==> src/rtl/avalon_pattern_filler_if.sv <==
// Avalon-MM burst write port between the pattern filler (master) and the DDR controller (slave).
interface avalon_pattern_filler_if #(
    parameter int ADDR_W = 27,
    parameter int DATA_W = 32
);
    logic              avl_waitrequest_n;
    logic [ADDR_W-1:0] avl_address;
    logic [DATA_W-1:0] avl_writedata;
    logic              avl_write;
    logic              avl_burstbegin;
    logic [6:0]        avl_burstcount;

    modport master (
        input  avl_waitrequest_n,
        output avl_address, avl_writedata, avl_write, avl_burstbegin, avl_burstcount
    );

    modport slave (
        output avl_waitrequest_n,
        input  avl_address, avl_writedata, avl_write, avl_burstbegin, avl_burstcount
    );
endinterface

==> src/rtl/avalon_pattern_filler.sv <==
// Fills one H_ACTIVE x V_ACTIVE frame over Avalon-MM bursts with a selectable test pattern.
// Optional macro FILL_ADDR_DATA_EN: mode 3 writes the pixel index instead of a checkerboard.
module avalon_pattern_filler #(
    parameter int                ADDR_W    = 27,
    parameter int                DATA_W    = 32,
    parameter int                H_ACTIVE  = 1920,
    parameter int                V_ACTIVE  = 1080,
    parameter int                BURST_LEN = 8,
    parameter logic [ADDR_W-1:0] BASE_ADDR = '0
) (
    input  logic                    iCLK,
    input  logic                    iRST_n,
    input  logic                    iBUTTON,
    input  logic [1:0]              iMODE,
    input  logic [23:0]             iCOLOR,
    input  logic                    local_init_done,
    avalon_pattern_filler_if.master avl,
    output logic                    oBUSY,
    output logic                    oDONE,
    output logic [1:0]              c_state
);
    localparam int TOTAL = H_ACTIVE * V_ACTIVE;
    localparam int RW    = $clog2(TOTAL + 1);
    // At least 6 bits so the 32x32 checkerboard can always look at bit 5.
    localparam int XW    = ($clog2(H_ACTIVE) > 6) ? $clog2(H_ACTIVE) : 6;
    localparam int YW    = ($clog2(V_ACTIVE) > 6) ? $clog2(V_ACTIVE) : 6;

    localparam logic [XW-1:0] X_Q1 = XW'(H_ACTIVE / 4);
    localparam logic [XW-1:0] X_Q2 = XW'(H_ACTIVE / 2);
    localparam logic [XW-1:0] X_Q3 = XW'(3 * H_ACTIVE / 4);
    localparam logic [YW-1:0] Y_Q1 = YW'(V_ACTIVE / 4);
    localparam logic [YW-1:0] Y_Q2 = YW'(V_ACTIVE / 2);
    localparam logic [YW-1:0] Y_Q3 = YW'(3 * V_ACTIVE / 4);

    localparam logic [23:0] C_RED   = 24'hFF0000;
    localparam logic [23:0] C_GREEN = 24'h00FF00;
    localparam logic [23:0] C_BLUE  = 24'h0000FF;
    localparam logic [23:0] C_WHITE = 24'hFFFFFF;

    typedef enum logic [1:0] {
        S_IDLE  = 2'd0,
        S_SETUP = 2'd1,
        S_BURST = 2'd2,
        S_DONE  = 2'd3
    } state_t;

    state_t            state_reg, state_next;
    logic [1:0]        btn_sync_reg;
    logic              btn_prev_reg;
    logic              fresh_reg;
    logic [1:0]        mode_reg;
    logic [23:0]       color_reg;
    logic [XW-1:0]     x_reg;
    logic [YW-1:0]     y_reg;
    logic [6:0]        beat_reg;
    logic [RW-1:0]     rem_reg;
    logic [ADDR_W-1:0] addr_reg;
    logic [6:0]        bcount_reg;
`ifdef FILL_ADDR_DATA_EN
    logic [RW-1:0]     idx_reg;
`endif

    logic              trig;
    logic              start;
    logic              accept;
    logic              last_beat;
    logic [23:0]       pixel;
    logic [DATA_W-1:0] data_word;

    function automatic logic [6:0] burst_for(input logic [RW-1:0] r);
        if (int'(r) < BURST_LEN)
            return 7'(r);
        return 7'(BURST_LEN);
    endfunction

    assign trig      = btn_prev_reg & ~btn_sync_reg[1];
    assign start     = ((state_reg == S_IDLE) || (state_reg == S_DONE)) && trig && local_init_done;
    assign accept    = (state_reg == S_BURST) && avl.avl_waitrequest_n;
    assign last_beat = accept && (beat_reg == bcount_reg - 7'd1);

    always_ff @(posedge iCLK or negedge iRST_n) begin
        if (!iRST_n)
            state_reg <= S_IDLE;
        else
            state_reg <= state_next;
    end

    always_comb begin
        state_next = state_reg;
        case (state_reg)
            S_IDLE:  if (start) state_next = S_SETUP;
            S_SETUP: state_next = S_BURST;
            S_BURST: if (last_beat) state_next = (rem_reg == RW'(1)) ? S_DONE : S_SETUP;
            S_DONE:  if (start) state_next = S_SETUP;
            default: state_next = S_IDLE;
        endcase
    end

    always_ff @(posedge iCLK or negedge iRST_n) begin
        if (!iRST_n) begin
            btn_sync_reg <= 2'b11;
            btn_prev_reg <= 1'b1;
            fresh_reg    <= 1'b0;
            mode_reg     <= 2'd0;
            color_reg    <= 24'h0;
            x_reg        <= '0;
            y_reg        <= '0;
            beat_reg     <= 7'd0;
            rem_reg      <= '0;
            addr_reg     <= BASE_ADDR;
            bcount_reg   <= 7'd0;
`ifdef FILL_ADDR_DATA_EN
            idx_reg      <= '0;
`endif
        end else begin
            btn_sync_reg <= {btn_sync_reg[0], iBUTTON};
            btn_prev_reg <= btn_sync_reg[1];
            // SETUP entered from IDLE/DONE does the full frame init; the
            // inter-burst SETUP pass is only a one-cycle write gap.
            fresh_reg    <= start;
            if ((state_reg == S_SETUP) && fresh_reg) begin
                mode_reg   <= iMODE;
                color_reg  <= iCOLOR;
                x_reg      <= '0;
                y_reg      <= '0;
                beat_reg   <= 7'd0;
                rem_reg    <= RW'(TOTAL);
                addr_reg   <= BASE_ADDR;
                bcount_reg <= burst_for(RW'(TOTAL));
`ifdef FILL_ADDR_DATA_EN
                idx_reg    <= '0;
`endif
            end
            if (accept) begin
                if (x_reg == XW'(H_ACTIVE - 1)) begin
                    x_reg <= '0;
                    y_reg <= y_reg + YW'(1);
                end else begin
                    x_reg <= x_reg + XW'(1);
                end
                rem_reg <= rem_reg - RW'(1);
`ifdef FILL_ADDR_DATA_EN
                idx_reg <= idx_reg + RW'(1);
`endif
                if (last_beat) begin
                    beat_reg   <= 7'd0;
                    addr_reg   <= addr_reg + ADDR_W'(bcount_reg);
                    bcount_reg <= burst_for(rem_reg - RW'(1));
                end else begin
                    beat_reg   <= beat_reg + 7'd1;
                end
            end
        end
    end

    always_comb begin
        pixel = 24'h0;
        case (mode_reg)
            2'd0: pixel = color_reg;
            2'd1: pixel = (x_reg < X_Q1) ? C_RED : (x_reg < X_Q2) ? C_GREEN :
                          (x_reg < X_Q3) ? C_BLUE : C_WHITE;
            2'd2: pixel = (y_reg < Y_Q1) ? C_RED : (y_reg < Y_Q2) ? C_GREEN :
                          (y_reg < Y_Q3) ? C_BLUE : C_WHITE;
            default: pixel = (x_reg[5] ^ y_reg[5]) ? 24'h000000 : C_WHITE;
        endcase
    end

`ifdef FILL_ADDR_DATA_EN
    assign data_word = (mode_reg == 2'd3) ? DATA_W'(idx_reg) : DATA_W'(pixel);
`else
    assign data_word = DATA_W'(pixel);
`endif

    assign avl.avl_write      = (state_reg == S_BURST);
    assign avl.avl_burstbegin = (state_reg == S_BURST) && (beat_reg == 7'd0);
    assign avl.avl_address    = addr_reg;
    assign avl.avl_burstcount = bcount_reg;
    assign avl.avl_writedata  = (state_reg == S_BURST) ? data_word : '0;

    assign oBUSY   = (state_reg == S_SETUP) || (state_reg == S_BURST);
    assign oDONE   = (state_reg == S_DONE);
    assign c_state = state_reg;
endmodule

==> src/flat_wrapper.sv <==
// flat-port wrapper written by rule: the top's interface ports become plain ports
module avalon_pattern_filler_flat 
#(
    parameter int                ADDR_W    = 27,
    parameter int                DATA_W    = 32,
    parameter int                H_ACTIVE  = 1920,
    parameter int                V_ACTIVE  = 1080,
    parameter int                BURST_LEN = 8,
    parameter logic [ADDR_W-1:0] BASE_ADDR = '0
)
  (iCLK, iRST_n, iBUTTON, iMODE, iCOLOR, local_init_done, oBUSY, oDONE, c_state, avl_avl_waitrequest_n, avl_avl_address, avl_avl_writedata, avl_avl_write, avl_avl_burstbegin, avl_avl_burstcount);
  avalon_pattern_filler_if #(.ADDR_W(ADDR_W), .DATA_W(DATA_W)) avl_i ();
  input  logic iCLK;
  input  logic iRST_n;
  input  logic iBUTTON;
  input  logic [1:0] iMODE;
  input  logic [23:0] iCOLOR;
  input  logic local_init_done;
  output logic oBUSY;
  output logic oDONE;
  output logic [1:0] c_state;
  input wire logic [$bits(avl_i.avl_waitrequest_n)-1:0] avl_avl_waitrequest_n;
  output wire logic [$bits(avl_i.avl_address)-1:0] avl_avl_address;
  output wire logic [$bits(avl_i.avl_writedata)-1:0] avl_avl_writedata;
  output wire logic [$bits(avl_i.avl_write)-1:0] avl_avl_write;
  output wire logic [$bits(avl_i.avl_burstbegin)-1:0] avl_avl_burstbegin;
  output wire logic [$bits(avl_i.avl_burstcount)-1:0] avl_avl_burstcount;
  assign avl_i.avl_waitrequest_n = avl_avl_waitrequest_n;
  assign avl_avl_address = avl_i.avl_address;
  assign avl_avl_writedata = avl_i.avl_writedata;
  assign avl_avl_write = avl_i.avl_write;
  assign avl_avl_burstbegin = avl_i.avl_burstbegin;
  assign avl_avl_burstcount = avl_i.avl_burstcount;
  avalon_pattern_filler #(.ADDR_W(ADDR_W), .DATA_W(DATA_W), .H_ACTIVE(H_ACTIVE), .V_ACTIVE(V_ACTIVE), .BURST_LEN(BURST_LEN), .BASE_ADDR(BASE_ADDR)) u_core (.iCLK(iCLK), .iRST_n(iRST_n), .iBUTTON(iBUTTON), .iMODE(iMODE), .iCOLOR(iCOLOR), .local_init_done(local_init_done), .avl(avl_i), .oBUSY(oBUSY), .oDONE(oDONE), .c_state(c_state));
endmodule
==> config.mk <==
export PLATFORM = sky130hd
export DESIGN_NAME = avalon_pattern_filler_flat
export DESIGN_NICKNAME = d
export VERILOG_FILES = /design/src/rtl/avalon_pattern_filler_if.sv /design/src/rtl/avalon_pattern_filler.sv /design/src/flat_wrapper.sv
export SDC_FILE = /design/constraint.sdc
export NUM_CORES = 1
export LEC_CHECK = 0
export CAP_MARGIN = 5
export CORE_ASPECT_RATIO = 1.1
export CORE_MARGIN = 5
export CORE_UTILIZATION = 45
export CTS_CLUSTER_SIZE = 30
export DETAILED_ROUTE_END_ITERATION = 10
export HOLD_SLACK_MARGIN = 0.08
export PLACE_DENSITY = 0.71
export SYNTH_ARGS = -nofsm -noshare
export SYNTH_HDL_FRONTEND = slang
export SYNTH_SLANG_ARGS = --single-unit
==> constraint.sdc <==
create_clock -name iCLK -period 2.9 [get_ports iCLK]
set_input_delay 0.87 -clock iCLK [delete_from_list [all_inputs] [get_ports iCLK]]
set_output_delay 0.87 -clock iCLK [all_outputs]
set_load 0.01 [all_outputs]
* Yosys cells after proc, flatten, opt, wreduce, memory -nomap -nowiden
Index checks and enable logic that the tools add are counted.
Word-level totals: bits in registers 116, output and inout bits 72, logic and storage cells 87
Cells by class: $add $sub $neg 6, $lt $le $gt $ge 7, equality and inequality tests 10, mux-type cells 35, bitwise gates (word level) 3, reductions and logical operators 14
Operator list (count):
- two-way mux 24 bit | 8
- two-way mux 27 bit | 3
- one-hot mux 24 bit (3 select lines) | 1
- two-way mux 11 bit | 6
- two-way mux 7 bit | 8
- two-way mux 21 bit | 2
- < comparator 11 x 10 -> 1 bit (second input constant) | 3
- adder 27 x 7 -> 27 bit | 1
- adder 11 x 1 -> 11 bit (second input constant) | 2
- < comparator 11 x 9 -> 1 bit (second input constant) | 2
- == test 21 x 1 -> 1 bit (second input constant) | 1
- < comparator 21 x 4 -> 1 bit (second input constant) | 1
- subtractor 21 x 1 -> 21 bit (second input constant) | 1
- == test 11 bit (second input constant) | 1
- < comparator 11 bit (second input constant) | 1
- adder 7 x 1 -> 7 bit (second input constant) | 1
- == test 7 bit | 1
- zero test 7 bit | 1
- subtractor 7 x 1 -> 7 bit (second input constant) | 1
- == test 2 bit (second input constant) | 3
- logical AND 1 bit | 6
- two-way mux 2 bit | 3
- one-hot mux 2 bit (3 select lines) | 1
- == test 2 x 1 -> 1 bit (second input constant) | 2
- 10 further kinds | 15

* Logic depth before layout (Yosys ltp)
Gate-level depths: netlist of run 1.
depth in word-level cells 8, mapped depth 12

* Worst setup path after synthesis of run 1
OpenSTA, ideal clock, no wires.
path type reg2out, start point register u_core.y_reg[6], end point output avl_avl_writedata[10], data arrival time 2.147 ns, required time 2.030 ns, slack -0.117 ns, cell stages (with the launch flop) 7, path buffers 0, cells stage by stage dfrtp_1 -> or3_1 -> or3_1 -> a21oi_1 -> inv_2 -> a2111oi_2 -> a21o_1
On the way: longest elaborated chain between the ends 6, elaborated cells on any way between the ends 8, classes of those cells 3 x order compare; 5 x mux
Ends and longest elaborated chain:
- from (decl) | RTL line avalon_pattern_filler.sv:54 | logic [YW-1:0] y_reg;
- from (signal assigned) | RTL line avalon_pattern_filler.sv:137 | y_reg <= y_reg + YW'(1);
- < comparator 11 x 10 -> 1 bit | RTL line avalon_pattern_filler.sv:163 | (y_reg < Y_Q3) ? C_BLUE : C_WHITE;
- two-way mux 24 bit | RTL line avalon_pattern_filler.sv:163
- two-way mux 24 bit | RTL line avalon_pattern_filler.sv:162 | 2'd2: pixel = (y_reg < Y_Q1) ? C_RED : (y_reg < Y_Q2) ? C_GREEN :
- two-way mux 24 bit (*) | RTL line avalon_pattern_filler.sv:162
- one-hot mux 24 bit (3 select lines) (*) | RTL line avalon_pattern_filler.sv:158 | case (mode_reg)
- two-way mux 24 bit (*) | RTL line avalon_pattern_filler.sv:178 | assign avl.avl_writedata = (state_reg == S_BURST) ? data_word : '0;
- to (decl) | RTL line flat_wrapper.sv:24 | output wire logic [$bits(avl_i.avl_writedata)-1:0] avl_avl_writedata;
Mark *: on every way between the ends. The rest lies on a longest branch, timed or not.

* Final worst setup path of run 1
start point register u_core.y_reg[7], end point output avl_avl_writedata[11]
Same word-level chain as after synthesis.

==> results of run 1 <==
layout by cell type (no fill, tap or decap), drive strengths merged, types with 5 or more instances in the layout:
cell type / netlist / routed
clkdlybuf4s15: 0 / 10
ha: 17 / 17
clkbuf: 32 / 18
buf: 17 / 86
inv: 21 / 23
xor2: 7 / 7
o21a: 6 / 6
a31oi: 16 / 16
nand4: 6 / 6
and3: 22 / 22
conb: 1 / 8
clkinv: 0 / 5
a21oi: 41 / 41
dfrtp: 113 / 113
a21o: 17 / 17
mux2: 8 / 8
nand2: 148 / 148
nor3: 19 / 19
mux2i: 8 / 8
clkdlybuf4s50: 0 / 68
nand3: 35 / 35
nand2b: 11 / 11
o21ai: 66 / 66
nor2b: 6 / 6
clkinvlp: 0 / 5
and2: 6 / 6
nor2: 52 / 52
xnor2: 11 / 11
nor4b: 5 / 5
o31ai: 13 / 13
or3: 9 / 9
a22o: 9 / 9
nor4: 10 / 10
kinds of logic (layout without fill, tap and decap cells):
group           Yosys count  in the layout
xor+xnor                 18             18
mux                      16             16
flops                   116            116
other cells               1              8
fa+ha+maj                18             18
compound gates          210            210
buf+inv                  70            218
simple gates            341            341
how the worst min path moves through the flow:
stage	cells past startpoint	slack, ps	endpoint	start
CTS	1	330	u_core.c_state[1]	iRST_n
global placement	0	350	u_core.btn_sync_reg[1]	u_core.btn_sync_reg[0]
detailed placement	0	350	u_core.btn_sync_reg[1]	u_core.btn_sync_reg[0]
finish	1	330	u_core.c_state[1]	iRST_n
floorplan	0	350	u_core.btn_sync_reg[1]	u_core.btn_sync_reg[0]
global route	1	340	u_core.c_state[1]	iRST_n
area by class of cell:
cell class,count,share of cell area (%)
Clock inverter,14,1.727
Tap cell,196,2.730
Clock buffer,18,4.889
Multi-Input combinational cell,611,40.87
Sequential cell,116,32.39
Inverter,21,0.8776
Timing Repair Buffer,165,16.52
Yosys cell counts (9+ instances only):
master	count
inv_1	20
o21ai_0	57
clkbuf_1	32
a21o_1	17
o31ai_1	13
buf_4	11
a21oi_1	41
a31oi_1	16
nor2_1	51
xnor2_1	11
nand3_1	35
and3_1	22
or3_1	9
nand2b_1	11
a22o_1	9
nor3_1	19
ha_1	17
nand2_1	148
dfrtp_1	113
report_power, final:
part           total [mW]  switching [mW]  internal [mW]  leakage, nW
Sequential           2.43           0.420           2.01         1.48
Clock                2.09           0.794           1.29        0.275
Combinational        2.64            1.39           1.25         2.35
Total                7.15            2.60           4.55         4.10
timing repair:
item,4_1_cts,5_1_grt
buffers inserted,4,2
pin swaps,8,5
endpoints found under the setup margin,25,41
gates resized for setup,94,16
routing by layer:
metal  global-route usage [%]  up-vias  part of all wire [%]
met1                    27.09     3056                    43
met5                        0        -                     0
met4                    8.300        0                   2.8
li1                         -     3110                     -
met2                    36.04      184                    50
met3                    5.123       35                   4.3
worst reg2reg max path, stage by stage (launching register included):
cell and delay, ps:
dfrtp_1 400, inv_2 80, ha_4 130, or4b_4 470, and4bb_2 350, nand2_2 70, xnor2_1 130, or4_4 550
nor4b_4 360, a31o_1 190
stage by stage:
stage	total power, mW	utilization, %
floorplan	3.908	-
global placement	4.950	55.65
detailed placement	5.011	55.65
CTS	7.102	59.61
global route	7.631	60.14
finish	7.154	60.14
==> summary.md, run 1 <==
| Metric | Value |
|---|---|
| Synth Area in Compound Gates | 19.98% |
| CTS tree | done |
| EDFF count, synth | 0 |
| Min-delay worst type | primary input to async pin |
| Register area share after synthesis | between 40 and 50% |
| Diode count | 0 |
| CP endpoint kind | output port |
| # port buffers | 94 |
| Reg-to-reg slack, setup | 110 ps |
| RSZ-0062 raised after global routing | yes |
| Failing checks | negative setup slack |
| Synthesis-stage register bit count | 116 |
| Vias in the first global route | 6398 |
| GP Congestion | 0.8671 |
| Synthesized instance count | 790 |
| Crit. Startpoint | u_core.y_reg[7] |
| I/O Pins | 103 |
| CTS Hold Bufs | 0 |
| CP max FO | 7 |
| Final wirelength | 18.53 mm |
| Final Setup Violations | 24 |
| Fmax | 294.9 MHz |
| Total clock buffers created by CTS | 17 |
| Final ANT Viol Nets | 0 |
| DR pass1 iterations | 5 |
| Max IR drop VDD | roughly 0.00036 V |
| Leak | 4.099 nW |
| Largest family of logic cells by synthesized area | simple AND/OR/NAND/NOR gates |
| Global-route total usage across every layer | 21.61% |
| Startpoint Class | flop |
| Area leader, netlist | dfrtp_1 |
| Final worst slack | -491.2 ps |
| Maximum clock insertion buffer count | 2 |
| Min Clock Period, post-route | 3391 ps |
| Xor and xnor area share after synthesis | 2.325% |
| Core area | roughly 15000 sq um |
| DRT iter0 DRCs | 459 |
| Multi-input logic area | approximately 3700 sq um |
| Skew-Pair Late Insertion Delay | approximately 420 ps |
| Dpl cells | 1103 |
| Post-synth top flop | dfrtp_1 |
| FP Rows | between 40 and 50 |
| Final period util | 116.9% |
| Reg area | 2909 sq um |
| CTS Root Cell | clkbuf_16 |
| Placed Area | between 8000 and 9000 sq um |
| P per Cell Area | 796.5 nW/um^2 |
| CP max stage delay | 400 ps |
| Dpl hpwl | 12.89 mm |
| Congestion Overflow GR | 0 |
| Via count | 6385 |
| Nets | 981 |
| Synth area leaders | dfrtp_1 (42%), nand2_1 (8.2%), o21ai_0 (4.2%) |
| DIE HEIGHT | 138.8 microns |
| Worst Max-Slew Pin Slew | 721.1 ps |
| Distinct cells, synth | 70 |
| Starting Density | 45.40% |
| Max-cap violations | 0 |
| Crit path kind | flop to output port |
| R2R Path End | u_core.avl.avl_burstcount[2] |
| Worst slack, placed | -499.3 ps |
| Global-route wire length before repair | 31.53 mm |
| Setup TNS Final | -9420 ps |
| Syn_area_per_cell | 8.584 sq um |
| Mapped cell area | between 6000 and 7000 sq um |
| Area share of the largest cell type after synthesis | between 40% and 50% |
| Clock sinks | 116 |
| Ys async rst share | 100.0% |
| Slew Viols, Final | 0 |
| Reg2reg path depth | 9 |
| DRC Markers | 0 |
| Hold_ws | between 300 and 400 ps |
| Final Hold Fails | 0 |
| Die ar. | 17630 sq um |
| Filler cells | between 1000 and 1500 |
| Via density | approximately 5.6 |
| Largest net degree at the start of global routing | 98 |
| Max reg flops | 27 |
| Share of layout cells above drive strength 1 | 17.14% |
| CP most frequent cell | buf_6 |
| Crit-path cells | or3_4 -> a311o_1 -> a211o_1 -> nor2_2 -> a2111oi_4 -> buf_6 -> buf_6 -> a21o_1 -> buf_2 |
| H-tree level count | 4 |
| Initial antenna violation count | 0 |
| Critical Path RT | 2030 ps |
| Reg2Reg Launch Point | u_core.rem_reg[0] |
| P&R area growth vs syn | 32.45% |
| Status | complete, but fails checks |
| Worst slew margin | 51.93% |
| Post-Synth Adder-Cell Area | 3.432% |
| Fin area | around 9000 sq um |
| WL/cell | 16.24 microns |
| Crit-path leading delay family | compound AO/OA/AOI/OAI gates |
| Die W | ~130 microns |
| Warnings, synthesis | 0 |
| Levels on crit path | 9 |
| CP Buf/Inv Count | 3 |
| Simple-Gate Fraction of Synth Area | between 20% and 30% |
| Slowest stage cell, crit path | or3_4 |
| Mux share of post-synthesis cell area | 2.509% |
| Clock skew | 9.364 ps |
| Critical path arrival | approximately 2500 ps |
| Worst setup path endpoint | avl_avl_writedata[11] |
| Clock slew at reported path FFs | 60 ps |
| Cell Count, Final, Fillers Out | 1141 |
No activity file was read; power rests on OpenSTA's default activity.
==> run 2: changes to the inputs <==
- CAP_MARGIN: 5 -> 20
==> results of run 2 <==
No change in the layout: final DEF, timing and power equal those of run 1.
==> run 3: changes to the inputs <==
- CORE_MARGIN: 5 -> 3
==> summary.md, run 3 (synthesized netlist as in run 1, its figures left out) <==
| Metric | Value |
|---|---|
| Filler cells | 1248 (-7.3%) |
| FP Rows | 46 (-2.1%) |
| CTS tree | done |
| Net Sw Frac | 35.35% (-1.0 points) |
| P per Cell Area | 807.9 nW/um^2 (+1.4%) |
| Worst slew margin | 52.88% (+0.95 points) |
| CP max stage delay | 390 ps (about the same) |
| Vias in the first global route | 6176 (-3.5%) |
| Slew Viols, Final | 0 (unchanged) |
| CTS Hold Bufs | 0 (unchanged) |
| Clock skew | 7.926 ps (-1.438 ps) |
| Core area | 14560 sq um (-2.5%) |
| Dpl hpwl | 12.79 mm (-0.73%) |
| WL/cell | 16.20 microns (-0.24%) |
| Final Hold Fails | 0 (unchanged) |
| Reg2reg path depth | 9 (unchanged) |
| NetSw | 2.587 mW (-0.57%) |
| DRC Markers | 0 (unchanged) |
| Largest net degree at the start of global routing | 37 (-62%) |
| I/O Pins | 103 (unchanged) |
| Min-delay worst type | flop to flop |
| DIE HEIGHT | 134.8 microns (-2.9%) |
| Critical Path RT | 2030 ps (about the same) |
| Most frequent cells in the layout | nand2_1 (146), dfrtp_1 (112), buf_4 (72), clkdlybuf4s50_1 (68), o21ai_0 (56) |
| H-tree level count | 4 (unchanged) |
| # port buffers | 94 (unchanged) |
| CP max FO | 7 (unchanged) |
| Sequential share of power | 33.2% (-0.8 points) |
| Clock slew at reported path FFs | 50 ps (about the same) |
| Internal power | 4.731 mW (+3.9%) |
| Starting Density | 46.57% (+1.2 points) |
| Global-route wire length before repair | 30.38 mm (-3.6%) |
| Nets | 993 (+1.2%) |
| Reg-to-reg slack, setup | 60 ps (-50 ps) |
| Dpl cells | 1105 (+0.18%) |
| GP Congestion | 0.8752 (+0.93%) |
| CP Buf/Inv Count | 3 (unchanged) |
| Commonest non-fill, non-tap cell in the layout | nand2_1 |
| Die W | 123.0 microns (-3.1%) |
| Crit-path cells | or3_4 -> a311o_1 -> a211o_1 -> nor2_2 -> a2111oi_4 -> buf_6 -> buf_6 -> a21o_1 -> buf_2 |
| Final wirelength | 18.62 mm (+0.46%) |
| Global-route total usage across every layer | 22.94% (+1.3 points) |
| Min Clock Period, post-route | 3417 ps (+26.03 ps) |
| Reg2Reg Launch Point | u_core.rem_reg[1] |
| Max reg flops | 27 (unchanged) |
| Slowest stage cell, crit path | or3_4 |
| Leak | 4.214 nW (+2.8%) |
| DRT iter0 DRCs | 347 (-24%) |
| Initial antenna violation count | 0 (unchanged) |
| Final Setup Violations | 24 (unchanged) |
| Failing checks | negative setup slack |
| CTS Root Cell | clkbuf_16 |
| Worst hold stages | 0 |
| Max-cap violations | 0 (unchanged) |
| Total clock buffers created by CTS | 17 (unchanged) |
| P&R area growth vs syn | 33.58% |
| Crit path kind | flop to output port |
| RSZ-0062 raised after global routing | yes |
| Max IR drop VDD | 0.0004093 V (+13%) |
| Critical path arrival | 2550 ps (+30 ps) |
| Maximum clock insertion buffer count | 2 (unchanged) |
| Via count | 6440 (+0.86%) |
| Final ANT Viol Nets | 0 (unchanged) |
| Fmax | 292.6 MHz (-0.76%) |
| Startpoint Class | flop |
| CP most frequent cell | buf_6 |
| Cell Count, Final, Fillers Out | 1149 (+0.70%) |
| Final period util | 117.8% (+0.90 points) |
| Worst Hold End | u_core.btn_sync_reg[1] |
| Skew-Pair Late Insertion Delay | 420 ps (about the same) |
| Clock network power share | 29.8% (+0.6 points) |
| Diode count | 0 (unchanged) |
| R2R Path End | u_core.avl.avl_burstcount[2] |
| CP endpoint kind | output port |
| Congestion Overflow GR | 0 (unchanged) |
| Final worst slack | -517.3 ps (-26.03 ps) |
| Share of layout cells above drive strength 1 | 18.18% (+1.0 points) |
| DR pass1 iterations | 5 (unchanged) |
| Die ar. | 16580 sq um (-5.9%) |
| Clock sinks | 116 (unchanged) |
| Status | complete, but fails checks |
| Hold_ws | 354.2 ps (+23.37 ps) |
| Min-delay src | u_core.btn_sync_reg[0] |
| Worst Max-Slew Pin Slew | 706.8 ps (-14.24 ps) |
| Via density | 5.605 (+0.16%) |
| Overall power | 7.319 mW (+2.3%) |
| Logic pwr share | 37.0% (about the same) |
| Crit-path leading delay family | compound AO/OA/AOI/OAI gates |
[run 3: per-layer routing]
| metal | part of all wire [%] | routed length [microns] | track usage, % | up-vias |
|---|---|---|---|---|
| met5 | 0 | 0 | 0 | - |
| met4 | 1.8 | 341 | 7.692 | 0 |
| li1 | - | - | - | 3135 |
| met1 | 43 | 8033 | 28.82 | 3123 |
| met3 | 4.0 | 740 | 4.985 | 26 |
| met2 | 51 | 9502 | 39.14 | 156 |
[run 3: worst max-delay path by stage]
| stage | end | startpoint | slack [ps] | depth (start not counted) |
|---|---|---|---|---|
| after global placement | avl_avl_writedata[9] | u_core.y_reg[6] | -520 | 8 |
| after CTS | avl_avl_writedata[9] | u_core.y_reg[7] | -510 | 9 |
| final | avl_avl_writedata[9] | u_core.y_reg[7] | -520 | 9 |
| after global routing | avl_avl_writedata[9] | u_core.y_reg[7] | -610 | 9 |
| after detailed placement | avl_avl_writedata[9] | u_core.y_reg[6] | -520 | 8 |
| after floorplan | u_core.avl.avl_burstcount[0] | u_core.rem_reg[0] | 10 | 9 |
[run 3: metrics by stage]
stage | util [%] | setup slack [ps] | instance area (sq um) | setup TNS (ps)
after floorplan | - | 13.89 | 6820 | 0
after global placement | 57.36 | -522.9 | 8352 | -10540
after detailed placement | 57.36 | -515.3 | 8352 | -10830
after CTS | 61.51 | -509.6 | 8957 | -9520
after global routing | 62.21 | -613.0 | 9059 | -11750
final | 62.21 | -517.3 | 9059 | -9684
[run 3: repair_timing]
| action | 4_1_cts | 5_1_grt |
|---|---|---|
| endpoints found under the hold margin | 0 | 0 |
| pin swaps | 8 | 6 |
| resized for setup | 112 | 16 |
| endpoints found under the setup margin | 27 | 29 |
| buffers inserted | 6 | 6 |
[run 3: cell type report]
type / instances / area, sq um / area share [%]
repair buffers: 177 / 1529 / 16.88
multi-input cells: 611 / 3695 / 40.79
flip-flops and latches: 116 / 2908 / 32.10
well taps: 192 / 240.2 / 2.652
clock buffers: 21 / 450.4 / 4.972
clock inverters: 11 / 157.7 / 1.740
inverters: 21 / 78.83 / 0.8702
[run 3: power groups by stage]
stage	logic [mW]	registers, mW	clock network (mW)
after floorplan	1.59	2.31	0
after CTS	2.58	2.41	2.21
after detailed placement	2.58	2.42	0
final	2.71	2.43	2.18
after global routing	2.99	2.48	2.27
after global placement	2.52	2.41	0
